## src/rtl/home_security_pkg.sv

```systemverilog
// Shared definitions for the home-security front end: command encodings, keypad map,
// scanner state encodings and the key decode helpers.
package home_security_pkg;

  localparam logic [1:0] COM_NONE = 2'd0;
  localparam logic [1:0] COM_ARM  = 2'd1;
  localparam logic [1:0] COM_DIS  = 2'd2;

  // Key indices are row*4 + col, col 0 being col_n[0].
  localparam logic [3:0] KEY_A = 4'd3;
  localparam logic [3:0] KEY_B = 4'd7;

  // Key codes: 0-9 are digits, then A=10, B=11, C=12, D=13, *=14, #=15.
  localparam logic [3:0] KEY_MAP [0:15] = '{
    4'd1,  4'd2, 4'd3,  4'd10,
    4'd4,  4'd5, 4'd6,  4'd11,
    4'd7,  4'd8, 4'd9,  4'd12,
    4'd14, 4'd0, 4'd15, 4'd13
  };

  typedef enum logic [1:0] {
    S_SCAN     = 2'd0,
    S_DEBOUNCE = 2'd1,
    S_EMIT     = 2'd2,
    S_RELEASE  = 2'd3
  } scan_state_e;

  typedef struct packed {
    logic       is_digit;
    logic [3:0] value;
    logic [1:0] command;
  } key_event_t;

  function automatic key_event_t decode_key(input logic [3:0] idx);
    key_event_t ev;
    logic [3:0] code;
    code = KEY_MAP[idx];
    ev   = '0;
    if (code <= 4'd9) begin
      ev.is_digit = 1'b1;
      ev.value    = code;
    end else if (idx == KEY_A) begin
      ev.command = COM_ARM;
    end else if (idx == KEY_B) begin
      ev.command = COM_DIS;
    end
    return ev;
  endfunction

  // True when exactly one column is pulled low.
  function automatic logic single_low(input logic [3:0] pat);
    logic [3:0] low;
    low = ~pat;
    return (low != 4'd0) && ((low & (low - 4'd1)) == 4'd0);
  endfunction

  function automatic logic [1:0] low_col(input logic [3:0] pat);
    logic [1:0] col;
    col = 2'd0;
    case (1'b0)
      pat[0]:  col = 2'd0;
      pat[1]:  col = 2'd1;
      pat[2]:  col = 2'd2;
      pat[3]:  col = 2'd3;
      default: col = 2'd0;
    endcase
    return col;
  endfunction

endpackage

```

## src/rtl/keypad_col_sync.sv

```systemverilog
// Two-flop synchroniser for the asynchronous keypad columns; idles at all-released.
module keypad_col_sync (
  input  logic       clk,
  input  logic       reset,
  input  logic [3:0] col_n,
  output logic [3:0] cs
);

  logic [3:0] meta;

  // NOTE: resetting to 4'b1111 makes the scanner see "no key" right after reset,
  // instead of a spurious press from an all-zero pattern.
  always_ff @(posedge clk or posedge reset) begin
    if (reset) begin
      meta <= 4'b1111;
      cs   <= 4'b1111;
    end else begin
      meta <= col_n;
      cs   <= meta;
    end
  end

endmodule

```

## src/rtl/keypad_scanner.sv

```systemverilog
// 4x4 keypad scanner: row rotation, press/release debounce and one event per press.
module keypad_scanner
  import home_security_pkg::*;
#(
  parameter int SCAN_DIV = 1000,
  parameter int DEBOUNCE = 20000,
  parameter int CNT_W    = 16
) (
  input  logic       clk,
  input  logic       reset,
  input  logic [3:0] col_n,
  output logic [3:0] row_n,
  output logic [3:0] digit,
  output logic       digit_enterd,
  output logic [1:0] command,
  output logic       busy
);

  localparam logic [CNT_W-1:0] SCAN_LAST = CNT_W'(SCAN_DIV - 1);
  localparam logic [CNT_W-1:0] DB_LAST   = CNT_W'(DEBOUNCE - 1);

  scan_state_e      state;
  logic [CNT_W-1:0] cnt;
  logic [1:0]       row_idx;
  logic [1:0]       key_col;
  logic [3:0]       key_pat;
  logic [3:0]       cs;
  key_event_t       ev;

  keypad_col_sync u_sync (
    .clk   (clk),
    .reset (reset),
    .col_n (col_n),
    .cs    (cs)
  );

  // The row index stays frozen outside SCAN, so it doubles as the latched row.
  assign ev = decode_key({row_idx, key_col});

  // NOTE: all state and outputs use non-blocking assignments so every branch reads
  // the values from before this edge; the strobes default low and pulse only on EMIT entry.
  always_ff @(posedge clk or posedge reset) begin
    if (reset) begin
      state        <= S_SCAN;
      cnt          <= '0;
      row_idx      <= 2'd0;
      row_n        <= 4'b1110;
      key_col      <= 2'd0;
      key_pat      <= 4'b1111;
      digit        <= 4'd0;
      digit_enterd <= 1'b0;
      command      <= COM_NONE;
      busy         <= 1'b0;
    end else begin
      digit_enterd <= 1'b0;
      command      <= COM_NONE;
      case (state)
        S_SCAN: begin
          if (cnt == SCAN_LAST) begin
            cnt <= '0;
            if (single_low(cs)) begin
              key_col <= low_col(cs);
              key_pat <= cs;
              busy    <= 1'b1;
              state   <= S_DEBOUNCE;
            end else begin
              row_idx <= row_idx + 2'd1;
              row_n   <= {row_n[2:0], row_n[3]};
            end
          end else begin
            cnt <= cnt + 1'b1;
          end
        end
        S_DEBOUNCE: begin
          if (cs != key_pat) begin
            cnt     <= '0;
            busy    <= 1'b0;
            state   <= S_SCAN;
            row_idx <= row_idx + 2'd1;
            row_n   <= {row_n[2:0], row_n[3]};
          end else if (cnt == DB_LAST) begin
            cnt   <= '0;
            state <= S_EMIT;
            if (ev.is_digit) begin
              digit_enterd <= 1'b1;
              digit        <= ev.value;
            end
            command <= ev.command;
          end else begin
            cnt <= cnt + 1'b1;
          end
        end
        S_EMIT: begin
          cnt   <= '0;
          state <= S_RELEASE;
        end
        S_RELEASE: begin
          // Any low column restarts the release window, so bounce cannot re-trigger.
          if (cs != 4'b1111) begin
            cnt <= '0;
          end else if (cnt == DB_LAST) begin
            cnt     <= '0;
            busy    <= 1'b0;
            state   <= S_SCAN;
            row_idx <= row_idx + 2'd1;
            row_n   <= {row_n[2:0], row_n[3]};
          end else begin
            cnt <= cnt + 1'b1;
          end
        end
        default: begin
          cnt   <= '0;
          state <= S_SCAN;
        end
      endcase
    end
  end

endmodule

```

## config.mk

```make
export PLATFORM = sky130hd
export DESIGN_NAME = keypad_scanner
export DESIGN_NICKNAME = d
export VERILOG_FILES = /design/src/rtl/home_security_pkg.sv /design/src/rtl/keypad_col_sync.sv /design/src/rtl/keypad_scanner.sv
export SDC_FILE = /design/constraint.sdc
export NUM_CORES = 1
export LEC_CHECK = 0
export ABC_AREA = 0
export BUFFER_PORTS_ARGS = -buffer_cell sky130_fd_sc_hd__buf_4
export CAP_MARGIN = 5
export CORE_MARGIN = 2
export CORE_UTILIZATION = 40
export DETAILED_ROUTE_END_ITERATION = 7
export SETUP_SLACK_MARGIN = 0.3
export SLEW_MARGIN = 5
export SYNTH_ARGS = -nofsm -noshare
export SYNTH_HDL_FRONTEND = slang
export SYNTH_SLANG_ARGS = --single-unit
```

## constraint.sdc

```tcl
create_clock -name clk -period 1.9 [get_ports clk]
set_input_delay 0.19 -clock clk [delete_from_list [all_inputs] [get_ports clk]]
set_output_delay 0.19 -clock clk [all_outputs]
set_load 0.01 [all_outputs]
```

==> load_flow_metrics.sql, run 1 <==
INSERT INTO impl_metrics (metric_group, metric, value, unit) VALUES
('min_path', 'timing.hold.worst.class', 'reg -> reg', ''),
('finish', 'syn_to_final_growth', '48.3', '%'),
('setup_path', 'critPathRequiredTime', '2080', 'ps'),
('pwr', 'leakage', '1.46', 'nW'),
('setup_path', 'ff2ff_path_depth', '6', ''),
('clock_network', 'clock_pin_transition_on_the_worst_setup_and_hold_timing_paths', '80', 'ps'),
('clock_network', 'clkSinkCount', '46', ''),
('yosys', 'ys_types', '43', ''),
('timing', 'setup_viol', '7', ''),
('yosys', 'avgSynthCellArea', '11.1', 'µm²'),
('yosys', 'synth_warnings', '0', ''),
('drt', 'antenna_left', '0', ''),
('finish', 'post_route_design_area', '3350', 'µm²'),
('pwr', 'comb_power_share', '5.1', '%'),
('status', 'status', 'finished with violations', ''),
('clock_network', 'number_of_h_tree_levels', '2', ''),
('clock_network', 'clock_insertion_delay_at_the_later_pin_of_the_skew_report', '290', 'ps'),
('die', 'rows', '27', ''),
('clock_network', 'cts_max_path_buffers', '2', ''),
('pwr', 'total_power', '1.70', 'mW'),
('yosys', 'synth_top_family_by_area', 'simple AND/OR/NAND/NOR gates', ''),
('timing', 'worst_clock_skew', '5.89', 'ps'),
('drt', 'detailroute.via_count', '1702', ''),
('setup_path', 'critical_path.max_fanout', '6', ''),
('finish', 'drive_above_1_share', '54.1', '%'),
('finish', 'antenna-diode-count', '0', ''),
('yosys', 'yosys.area.top_type', 'sky130_fd_sc_hd__dfrtp_1', ''),
('setup_path', 'timing.critical_path.to_type', 'flop', ''),
('finish', 'top_library_cells_by_usage_in_the_layout_fill_and_taps_aside', 'sky130_fd_sc_hd__buf_4 (57), sky130_fd_sc_hd__dfrtp_1 (30), sky130_fd_sc_hd__dfstp_2 (15)', ''),
('pwr', 'clkPwrFrac', '35.9', '%'),
('flow_run', 'cap_violations', '0', ''),
('die', 'die_h', '79.2', 'µm'),
('yosys', 'synth_fa_ha_area_share', '4.98', '%'),
('pwr', 'share_seq_of_total_power', '59.0', '%'),
('clock_network', 'cts_root_buf', 'sky130_fd_sc_hd__clkbuf_8', ''),
('yosys', 'ys_ff_latch', '46', ''),
('placement', 'buffer_ports.inserted', '17', ''),
('timing', 'fin_ws', '-70.3', 'ps'),
('placement', 'placement.setup.worst_slack', '-54.9', 'ps'),
('drt', 'routed_wire_length_per_instance', '13.0', 'µm'),
('pwr', 'cellInternalPower', '1.33', 'mW'),
('drt', 'detail_route.wirelength', '4.63', 'mm'),
('global_routing', 'grt_pass1_wl', '7.58', 'mm'),
('setup_path', 'critical_path_class', 'reg -> reg', ''),
('yosys', 'synth.area.mux_share', '6.80', '%'),
('drt', 'drt_iter0_drc', '29', ''),
('drt', 'detail_route.vias_per_cell', '4.79', ''),
('min_path', 'cells_on_worst_hold_path', '0', ''),
('timing', 'timing.final.hold_violations', '0', ''),
('timing', 'period_share', '104', '%'),
('timing', 'fin_setup_tns', '-245', 'ps'),
('finish', 'fillers', '447', ''),
('timing', 'grt_setup_unrepaired', 'true', ''),
('clock_network', 'cts_buf_count', '5', ''),
('placement', 'place.detailed.hpwl', '2.90', 'mm'),
('timing', 'worst_slew_margin_rel', '61.7', '%'),
('timing', 'actual_transition_at_the_worst_max_transition_pin', '573', 'ps'),
('yosys', 'synth_simple_gate_area_share', '19.0', '%'),
('global_routing', 'gr-usage-all-layers', '15.5', '%'),
('status', 'violated_checks', 'negative setup slack', ''),
('placement', 'globalplace.congestion', '0.737', ''),
('die', 'chipWidth', '79.2', 'µm'),
('yosys', 'synth_seq_area_share', '51.7', '%'),
('finish', 'regArea', '1170', 'µm²'),
('pwr', 'switchingPower', '0.365', 'mW'),
('global_routing', 'first_global_vias', '1666', ''),
('die', 'core-area', '5470', 'µm²'),
('yosys', 'synth_top_cell_area_share', '34.3', '%'),
('yosys', 'synth-compound-area-share', '7.69', '%'),
('yosys', 'syn-instance-count', '203', ''),
('setup_path', 'arrival', '2150', 'ps');
logic make-up after synthesis:
logic type                 count (synthesis)
buffers and inverters                     14
xor gates and xnor gates                  19
DFF                                       46
adders and majority gates                  9
AOI/OAI and AO/OA                         25
and+or+nand+nor                           77
muxes                                     13
per-stage QoR:
stage,instances,utilization (%),hold slack (ps)
after CTS,349,59.3,360
after global placement,320,50.9,230
after detailed placement,320,50.9,236
final,355,61.3,358
after floorplan,203,-,194
after global routing,355,61.3,361
power groups by stage:
stage                     registers (mW)  clock network (mW)  logic, mW
final                               1.00               0.611     0.0860
after global routing                1.00               0.676     0.0943
after CTS                           1.00               0.634     0.0851
after detailed placement            1.02                   0     0.0586
after floorplan                     1.02                   0     0.0349
after global placement              1.02                   0     0.0580
final cells by class:
cell class / count / share of cell area [%]
timing repair buffer: 75 / 19.5
inverter: 10 / 1.19
clock buffer: 7 / 2.57
sequential: 46 / 34.9
multi-input combinational: 144 / 38.9
tap: 72 / 2.69
clock inverter: 1 / 0.149
final timing paths:
kind,startpoint,end
max in group asynchronous,reset,key_pat[2]
worst min-delay path,u_sync.meta[1],u_sync.cs[1]
worst max-delay path,cnt[7],row_n[0]
worst max register to register,cnt[7],row_n[0]
worst min register to register,u_sync.meta[1],u_sync.cs[1]
min in group asynchronous,reset,digit_enterd
layer usage:
layer | track usage [%] | share of wire, % | up-vias
met5 | 0 | 0 | -
met4 | 3.97 | 0.52 | 0
met3 | 3.86 | 2.6 | 4
met2 | 26.4 | 50 | 21
met1 | 19.7 | 47 | 824
li1 | - | - | 853
Yosys cell counts:
master	count
sky130_fd_sc_hd__nor3_1	5
sky130_fd_sc_hd__mux2_1	5
sky130_fd_sc_hd__nor4b_4	1
sky130_fd_sc_hd__nand4_1	2
sky130_fd_sc_hd__xnor2_1	11
sky130_fd_sc_hd__o21a_1	2
sky130_fd_sc_hd__a21oi_4	1
sky130_fd_sc_hd__o31ai_4	1
sky130_fd_sc_hd__o211ai_1	1
sky130_fd_sc_hd__ha_1	9
sky130_fd_sc_hd__o21ai_0	9
sky130_fd_sc_hd__xor2_1	8
sky130_fd_sc_hd__nand2b_2	1
sky130_fd_sc_hd__nor3b_1	1
sky130_fd_sc_hd__clkbuf_1	2
sky130_fd_sc_hd__nand3_1	10
sky130_fd_sc_hd__a211oi_1	1
sky130_fd_sc_hd__dfrtp_1	31
sky130_fd_sc_hd__a21o_1	1
sky130_fd_sc_hd__buf_2	2
sky130_fd_sc_hd__nor2b_1	1
sky130_fd_sc_hd__nand3b_1	1
sky130_fd_sc_hd__and4_2	1
sky130_fd_sc_hd__inv_1	10
sky130_fd_sc_hd__nand2b_1	4
sky130_fd_sc_hd__mux2i_1	3
sky130_fd_sc_hd__mux4_2	1
sky130_fd_sc_hd__nor4_1	1
sky130_fd_sc_hd__nor3_2	1
sky130_fd_sc_hd__and4b_1	2
sky130_fd_sc_hd__and3_1	2
sky130_fd_sc_hd__nand4_4	1
sky130_fd_sc_hd__a22oi_1	1
sky130_fd_sc_hd__nand2_1	16
sky130_fd_sc_hd__nor4_4	1
sky130_fd_sc_hd__a21oi_2	1
sky130_fd_sc_hd__mux2_2	4
sky130_fd_sc_hd__o22ai_1	1
sky130_fd_sc_hd__a21oi_1	5
sky130_fd_sc_hd__a31oi_1	1
sky130_fd_sc_hd__nor2_1	24
sky130_fd_sc_hd__dfstp_2	15
sky130_fd_sc_hd__and2_1	2
worst max-delay path, delay by kind of cell, from the launching register on:
family             cells  cell delay, ps
AOI/OAI and AO/OA      2             480
muxes                  1             350
and+or+nand+nor        3             580
DFF                    1             430
state kept, by name (all words and copies together) (netlist names), named ones only:
signal / count
state: 1
u_sync.cs: 4
digit: 4
key_col: 2
row_n: 4
row_idx: 2
key_pat: 4
digit_enterd: 1
command: 2
u_sync.meta: 4
busy: 1
cnt: 16
repair_timing:
action	CTS	global route
cloned	2	0
pin swaps	28	9
hold buffers	5	0
hold endpoints to repair	19	0
resized for setup	43	22
setup buffers	14	6
endpoints found under the setup margin	36	38
Power figures use the tool's default switching activity.
==> run 2, diff against run 1 <==
Settings changed: SETUP_SLACK_MARGIN 0.3 to not set, SYNTH_HIERARCHICAL set to 1.
==> load_flow_metrics.sql, run 2 <==
INSERT INTO impl_metrics (metric_group, metric, value, unit) VALUES
('finish', 'fin_util', '60.3', '%'),
('placement', 'globalplace.congestion', '0.842', ''),
('clock_network', 'cts_root_buf', 'sky130_fd_sc_hd__clkbuf_8', ''),
('global_routing', 'grt_start_max_net_pins', '39', ''),
('flow_run', 'cap_violations', '0', ''),
('die', 'core-area', '5540', 'µm²'),
('die', 'floorplan.initialDensity', '41.5', '%'),
('yosys', 'post_synth_instance_area', '2300', 'µm²'),
('drt', 'drcViolationCount', '0', ''),
('placement', 'place.detailed.hpwl', '3.52', 'mm'),
('die', 'die_h', '79.8', 'µm'),
('die', 'top_level_ports', '18', ''),
('timing', 'number_of_slew_limit_violations_in_the_final_report', '0', ''),
('pwr', 'power.ir.vdd_worst', '0.371', 'mV'),
('global_routing', 'grt_overflow_total', '0', ''),
('yosys', 'synth_seq_area_share', '50.8', '%'),
('timing', 'fin_ws', '-396', 'ps'),
('clock_network', 'clkSinkCount', '46', ''),
('timing', 'worst_clock_skew', '6.95', 'ps'),
('yosys', 'synth-async-reset-ratio', '100', '%'),
('finish', 'top_library_cells_by_usage_in_the_layout_fill_and_taps_aside', 'sky130_fd_sc_hd__buf_4 (75), sky130_fd_sc_hd__dfrtp_1 (31), sky130_fd_sc_hd__nor2_1 (21)', ''),
('yosys', 'ys_types', '40', ''),
('setup_path', 'arrival', '2500', 'ps'),
('timing', 'period_share', '121', '%'),
('yosys', 'synth_warnings', '6', ''),
('setup_path', 'sort_of_element_at_the_start_of_the_critical_path', 'flop', ''),
('global_routing', 'gr-usage-all-layers', '16.9', '%'),
('yosys', 'synth_flop_cell', 'sky130_fd_sc_hd__dfrtp_1', ''),
('drt', 'first_pass_iters', '4', ''),
('global_routing', 'number_of_antenna_violations_at_the_first_check_in_global_routing', '0', ''),
('timing', 'hold_ws', '21.1', 'ps'),
('timing', 'fin_setup_tns', '-5120', 'ps'),
('drt', 'detail_route.wirelength', '4.96', 'mm'),
('drt', 'routed_wire_length_per_instance', '13.2', 'µm'),
('clock_network', 'clock_pin_transition_on_the_worst_setup_and_hold_timing_paths', '90', 'ps'),
('finish', 'antenna-diode-count', '0', ''),
('pwr', 'leakage', '1.59', 'nW'),
('global_routing', 'grt_pass1_wl', '8.25', 'mm'),
('min_path', 'timing.hold.worst.class', 'in -> async', ''),
('finish', 'final_layout_net_count', '318', ''),
('pwr', 'power_per_cell_area', '524', 'nW/µm²'),
('timing', 'grt_setup_unrepaired', 'true', ''),
('clock_network', 'clock_insertion_delay_at_the_later_pin_of_the_skew_report', '310', 'ps'),
('timing', 'worst_slew_margin_rel', '66.4', '%'),
('yosys', 'syn-num-nets', '232', ''),
('yosys', 'yosys.area.top_type', 'sky130_fd_sc_hd__dfrtp_1', ''),
('status', 'status', 'finished with violations', ''),
('yosys', 'yosys-top-cells-area', 'sky130_fd_sc_hd__dfrtp_1 (34%), sky130_fd_sc_hd__dfstp_2 (17%), sky130_fd_sc_hd__mux2_2 (6.4%)', ''),
('die', 'die_footprint', '6380', 'µm²'),
('finish', 'drive_above_1_share', '49.0', '%'),
('status', 'violated_checks', 'negative setup slack', ''),
('drt', 'detailroute.via_count', '1845', ''),
('finish', 'largest_register_ff_count', '16', ''),
('global_routing', 'first_global_vias', '1812', ''),
('setup_path', 'critPathRequiredTime', '2100', 'ps'),
('finish', 'post_route_design_area', '3340', 'µm²'),
('timing', 'setup_viol', '26', ''),
('die', 'rows', '27', ''),
('yosys', 'syn-instance-count', '217', ''),
('yosys', 'avgSynthCellArea', '10.6', 'µm²'),
('drt', 'drt_iter0_drc', '103', ''),
('timing', 'min_period', '2300', 'ps'),
('timing', 'actual_transition_at_the_worst_max_transition_pin', '504', 'ps'),
('setup_path', 'critical_path_class', 'reg -> reg', ''),
('clock_network', 'clock_tree_from_tritoncts', 'yes', ''),
('yosys', 'ys_ff_latch', '46', ''),
('timing', 'max_clock_freq', '0.436', 'GHz'),
('placement', 'detailed_place.area', '2950', 'µm²'),
('yosys', 'synth_top_cell_area_share', '33.7', '%'),
('clock_network', 'cts_max_path_buffers', '2', ''),
('yosys', 'synth_enable_flop_cells', '0', ''),
('drt', 'detail_route.vias_per_cell', '4.91', ''),
('placement', 'buffer_ports.inserted', '17', ''),
('clock_network', 'cts_buf_count', '5', ''),
('timing', 'timing.final.hold_violations', '0', ''),
('clock_network', 'number_of_h_tree_levels', '2', ''),
('die', 'chipWidth', '79.8', 'µm'),
('setup_path', 'timing.critical_path.to_type', 'flop', ''),
('yosys', 'post_synth_most_frequent_cells', 'sky130_fd_sc_hd__dfrtp_1 (31), sky130_fd_sc_hd__nor2_1 (21), sky130_fd_sc_hd__nand2_1 (18)', ''),
('drt', 'antenna_left', '0', ''),
('finish', 'fillers', '478', ''),
('finish', 'syn_to_final_growth', '45.2', '%'),
('setup_path', 'critical_path.max_fanout', '6', ''),
('finish', 'max_flop_register', 'cnt', ''),
('yosys', 'synthMostInstantiatedCell', 'sky130_fd_sc_hd__dfrtp_1', ''),
('finish', 'mostFrequentLayoutCell', 'sky130_fd_sc_hd__buf_4', '');
==> run 2: cell count changes after synthesis, moves of 4 or more <==
cell / before / now
sky130_fd_sc_hd__mux2_1: 5 / 0
sky130_fd_sc_hd__and3_1: 2 / 6
sky130_fd_sc_hd__mux2_2: 4 / 13
sky130_fd_sc_hd__clkbuf_1: 2 / 6
sky130_fd_sc_hd__inv_1: 10 / 15
==> run 2: cell type report <==
class	count	area [µm²]	share of cell area [%]
multi-input combinational	150	1240	37.2
sequential	46	1170	35.0
timing repair buffer	85	679	20.3
clock inverter	1	6.26	0.187
clock buffer	7	97.6	2.92
tap	72	90.1	2.70
inverter	15	56.3	1.69
==> run 2: logic make-up after synthesis <==
family                     synth area share [%]
AOI/OAI and AO/OA                          6.58
xor gates and xnor gates                   6.09
adders and majority gates                  4.89
buffers and inverters                      3.43
DFF                                        50.8
muxes                                      8.21
and+or+nand+nor                            20.0
==> run 2: routing by layer <==
metal  track usage [%]  wire length, µm  up-vias
met5                 0                0        -
met1              22.4             2360      891
met4              6.61               70        0
met2              27.0             2380       21
met3              3.85              150        7
li1                  -                -      926
==> run 2: final timing paths <==
kind	slack, ps	end	cells past startpoint	from
max	-400	row_n[0]	6	cnt[10]
min	20	state[0]	3	reset
max reg2reg	-400	row_n[0]	6	cnt[10]
min reg2reg	360	u_sync/cs[1]	0	u_sync/meta[1]
max in group asynchronous	1520	key_pat[3]	3	reset
min in group clk	360	u_sync/cs[1]	0	u_sync/meta[1]
==> run 2: critical path, stage by stage (launching register included) <==
cell and delay, ps:
sky130_fd_sc_hd__dfrtp_1 380, sky130_fd_sc_hd__or4_4 560, sky130_fd_sc_hd__nor4_4 170, sky130_fd_sc_hd__or3b_4 420, sky130_fd_sc_hd__a211oi_4 210, sky130_fd_sc_hd__buf_6 160, sky130_fd_sc_hd__mux2_4 290
==> run 2: per-stage QoR <==
stage / std cells / power (mW) / setup WS (ps)
2_1_floorplan: 217 / 1.05 / -419
3_3_place_gp: 356 / 1.08 / -430
3_5_place_dp: 356 / 1.08 / -454
4_1_cts: 373 / 1.78 / -411
5_1_grt: 376 / 1.83 / -473
6_report: 376 / 1.75 / -396
==> run 2: what timing repair did <==
action,CTS,global route
hold endpoints to repair,4,0
setup buffers,5,4
cloned,0,0
pin swaps,6,10
gates resized for setup,17,24
setup endpoints to repair,30,33
hold buffers,4,0
==> run 2: where the power goes <==
group / total, mW / leakage, nW / internal (mW) / switching, mW
logic: 0.0746 / 0.959 / 0.0357 / 0.0389
clock network: 0.677 / 0.0539 / 0.341 / 0.336
registers: 1.00 / 0.575 / 0.995 / 0.00486
total: 1.75 / 1.59 / 1.37 / 0.380
==> run 3, diff against run 2 <==
Settings changed: SKIP_CTS_REPAIR_TIMING set to 1.
==> load_flow_metrics.sql, run 3 (synthesized netlist as in run 2, its figures left out) <==
INSERT INTO impl_metrics (metric_group, metric, value, unit) VALUES
('finish', 'syn_to_final_growth', '43.6', '%'),
('timing', 'fin_setup_tns', '-3860', 'ps'),
('placement', 'numPlacedInstances', '356', ''),
('timing', 'fin_ws', '-401', 'ps'),
('finish', 'largest_register_ff_count', '16', ''),
('global_routing', 'first_global_vias', '1763', ''),
('timing', 'actual_transition_at_the_worst_max_transition_pin', '496', 'ps'),
('setup_path', 'sort_of_element_at_the_start_of_the_critical_path', 'flop', ''),
('drt', 'first_pass_iters', '4', ''),
('placement', 'place.detailed.hpwl', '3.52', 'mm'),
('setup_path', 'critical_path_class', 'reg -> reg', ''),
('timing', 'max_clock_freq', '0.435', 'GHz'),
('global_routing', 'grt_start_max_net_pins', '39', ''),
('timing', 'period_share', '121', '%'),
('finish', 'antenna-diode-count', '0', ''),
('die', 'floorplan.initialDensity', '41.5', '%'),
('die', 'chipWidth', '79.8', 'µm'),
('setup_path', 'critical_path.max_fanout', '6', ''),
('pwr', 'total_power', '1.75', 'mW'),
('pwr', 'power_per_cell_area', '530', 'nW/µm²'),
('setup_path', 'timing.critical_path.to_type', 'flop', ''),
('min_path', 'timing.hold.worst.class', 'in -> async', ''),
('die', 'die_h', '79.8', 'µm'),
('global_routing', 'grt_pass1_wl', '8.02', 'mm'),
('status', 'violated_checks', 'negative setup slack', ''),
('timing', 'min_period', '2300', 'ps'),
('drt', 'routed_wire_length_per_instance', '13.1', 'µm'),
('finish', 'final_layout_net_count', '317', ''),
('clock_network', 'number_of_h_tree_levels', '2', ''),
('finish', 'top_library_cells_by_usage_in_the_layout_fill_and_taps_aside', 'sky130_fd_sc_hd__buf_4 (73), sky130_fd_sc_hd__dfrtp_1 (31), sky130_fd_sc_hd__nor2_1 (21)', ''),
('setup_path', 'arrival', '2500', 'ps'),
('drt', 'detail_route.wirelength', '4.93', 'mm'),
('placement', 'globalplace.congestion', '0.842', ''),
('flow_run', 'cap_violations', '0', ''),
('drt', 'drt_iter0_drc', '79', ''),
('finish', 'mostFrequentLayoutCell', 'sky130_fd_sc_hd__buf_4', ''),
('drt', 'detail_route.vias_per_cell', '4.89', ''),
('clock_network', 'clock_tree_from_tritoncts', 'yes', ''),
('global_routing', 'number_of_antenna_violations_at_the_first_check_in_global_routing', '0', ''),
('pwr', 'power.ir.vdd_worst', '0.367', 'mV'),
('setup_path', 'critPathRequiredTime', '2100', 'ps'),
('finish', 'fillers', '489', ''),
('drt', 'drcViolationCount', '0', ''),
('drt', 'detailroute.via_count', '1834', ''),
('finish', 'drive_above_1_share', '47.2', '%'),
('finish', 'multi_input_comb_area', '1210', 'µm²'),
('clock_network', 'clock_insertion_delay_at_the_later_pin_of_the_skew_report', '300', 'ps'),
('timing', 'setup_viol', '27', ''),
('die', 'rows', '27', ''),
('clock_network', 'cts_root_buf', 'sky130_fd_sc_hd__clkbuf_8', ''),
('timing', 'worst_clock_skew', '5.17', 'ps'),
('global_routing', 'grt_overflow_total', '0', ''),
('timing', 'worst_slew_margin_rel', '66.9', '%'),
('placement', 'placement.setup.worst_slack', '-454', 'ps'),
('status', 'status', 'finished with violations', ''),
('finish', 'max_flop_register', 'cnt', ''),
('clock_network', 'clock_pin_transition_on_the_worst_setup_and_hold_timing_paths', '90', 'ps'),
('global_routing', 'gr-usage-all-layers', '16.6', '%'),
('pwr', 'leakage', '1.59', 'nW'),
('clock_network', 'cts_buf_count', '5', ''),
('drt', 'antenna_left', '0', ''),
('placement', 'buffer_ports.inserted', '17', ''),
('die', 'die_footprint', '6380', 'µm²'),
('clock_network', 'cts_max_path_buffers', '2', ''),
('die', 'top_level_ports', '18', ''),
('clock_network', 'clkSinkCount', '46', ''),
('die', 'core-area', '5540', 'µm²'),
('finish', 'regArea', '1170', 'µm²'),
('finish', 'non_filler_cells_in_the_finished_layout', '375', ''),
('timing', 'timing.final.hold_violations', '0', ''),
('timing', 'grt_setup_unrepaired', 'true', ''),
('timing', 'number_of_slew_limit_violations_in_the_final_report', '0', '');
-- run 3: cell types whose count changed in the layout (fill, tap and decap cells not counted), moves of 2 or more --
cell                      before  now
sky130_fd_sc_hd__ha_1          6    8
sky130_fd_sc_hd__nand3_1       8   10
sky130_fd_sc_hd__mux2_4        4    2
sky130_fd_sc_hd__mux2_2        9   11
sky130_fd_sc_hd__buf_4        75   73
sky130_fd_sc_hd__nand3_2       2    0
-- run 3: critical path: stages, from the launching register on --
cell	delay (ps)
sky130_fd_sc_hd__dfrtp_1	380
sky130_fd_sc_hd__or4_4	560
sky130_fd_sc_hd__nor4_4	170
sky130_fd_sc_hd__or3b_4	420
sky130_fd_sc_hd__a211oi_4	210
sky130_fd_sc_hd__buf_6	160
sky130_fd_sc_hd__mux2_4	290
-- run 3: worst paths after layout --
path	start	to	slack, ps	cells after the start
hold reg to reg	u_sync/meta[1]	u_sync/cs[1]	360	0
max in group asynchronous	reset	key_pat[3]	1520	3
setup reg to reg	cnt[10]	row_n[0]	-400	6
setup / recovery	cnt[10]	row_n[0]	-400	6
hold / removal	reset	state[0]	20	3
min in group clk	u_sync/meta[1]	u_sync/cs[1]	360	0
-- run 3: through the flow --
step / cell area, µm² / util [%] / hold slack [ps]
2_1_floorplan: 2320 / - / 194
3_3_place_gp: 2950 / 53.2 / 298
3_5_place_dp: 2950 / 53.2 / 299
4_1_cts: 3050 / 55.0 / -24.2
5_1_grt: 3300 / 59.6 / 62.5
6_report: 3300 / 59.6 / 21.7
-- run 3: power breakdown --
group          leakage (nW)  switching (mW)  internal [mW]
clock network        0.0539           0.333          0.341
registers             0.575         0.00521          0.995
logic                 0.956          0.0400         0.0380
-- run 3: metal layers --
| layer | up-vias | track usage, % | routed length [µm] |
|---|---|---|---|
| met5 | - | 0 | 0 |
| met4 | 0 | 6.61 | 96 |
| met3 | 8 | 3.85 | 155 |
| met2 | 27 | 26.3 | 2390 |
| met1 | 882 | 21.8 | 2290 |
| li1 | 917 | - | - |
-- run 3: final cells by class --
type	instances	share of cell area, %
sequential	46	35.4
tap	72	2.73
clock buffer	7	2.95
clock inverter	1	0.189
timing repair buffer	84	20.4
multi-input combinational	150	36.6
inverter	15	1.70
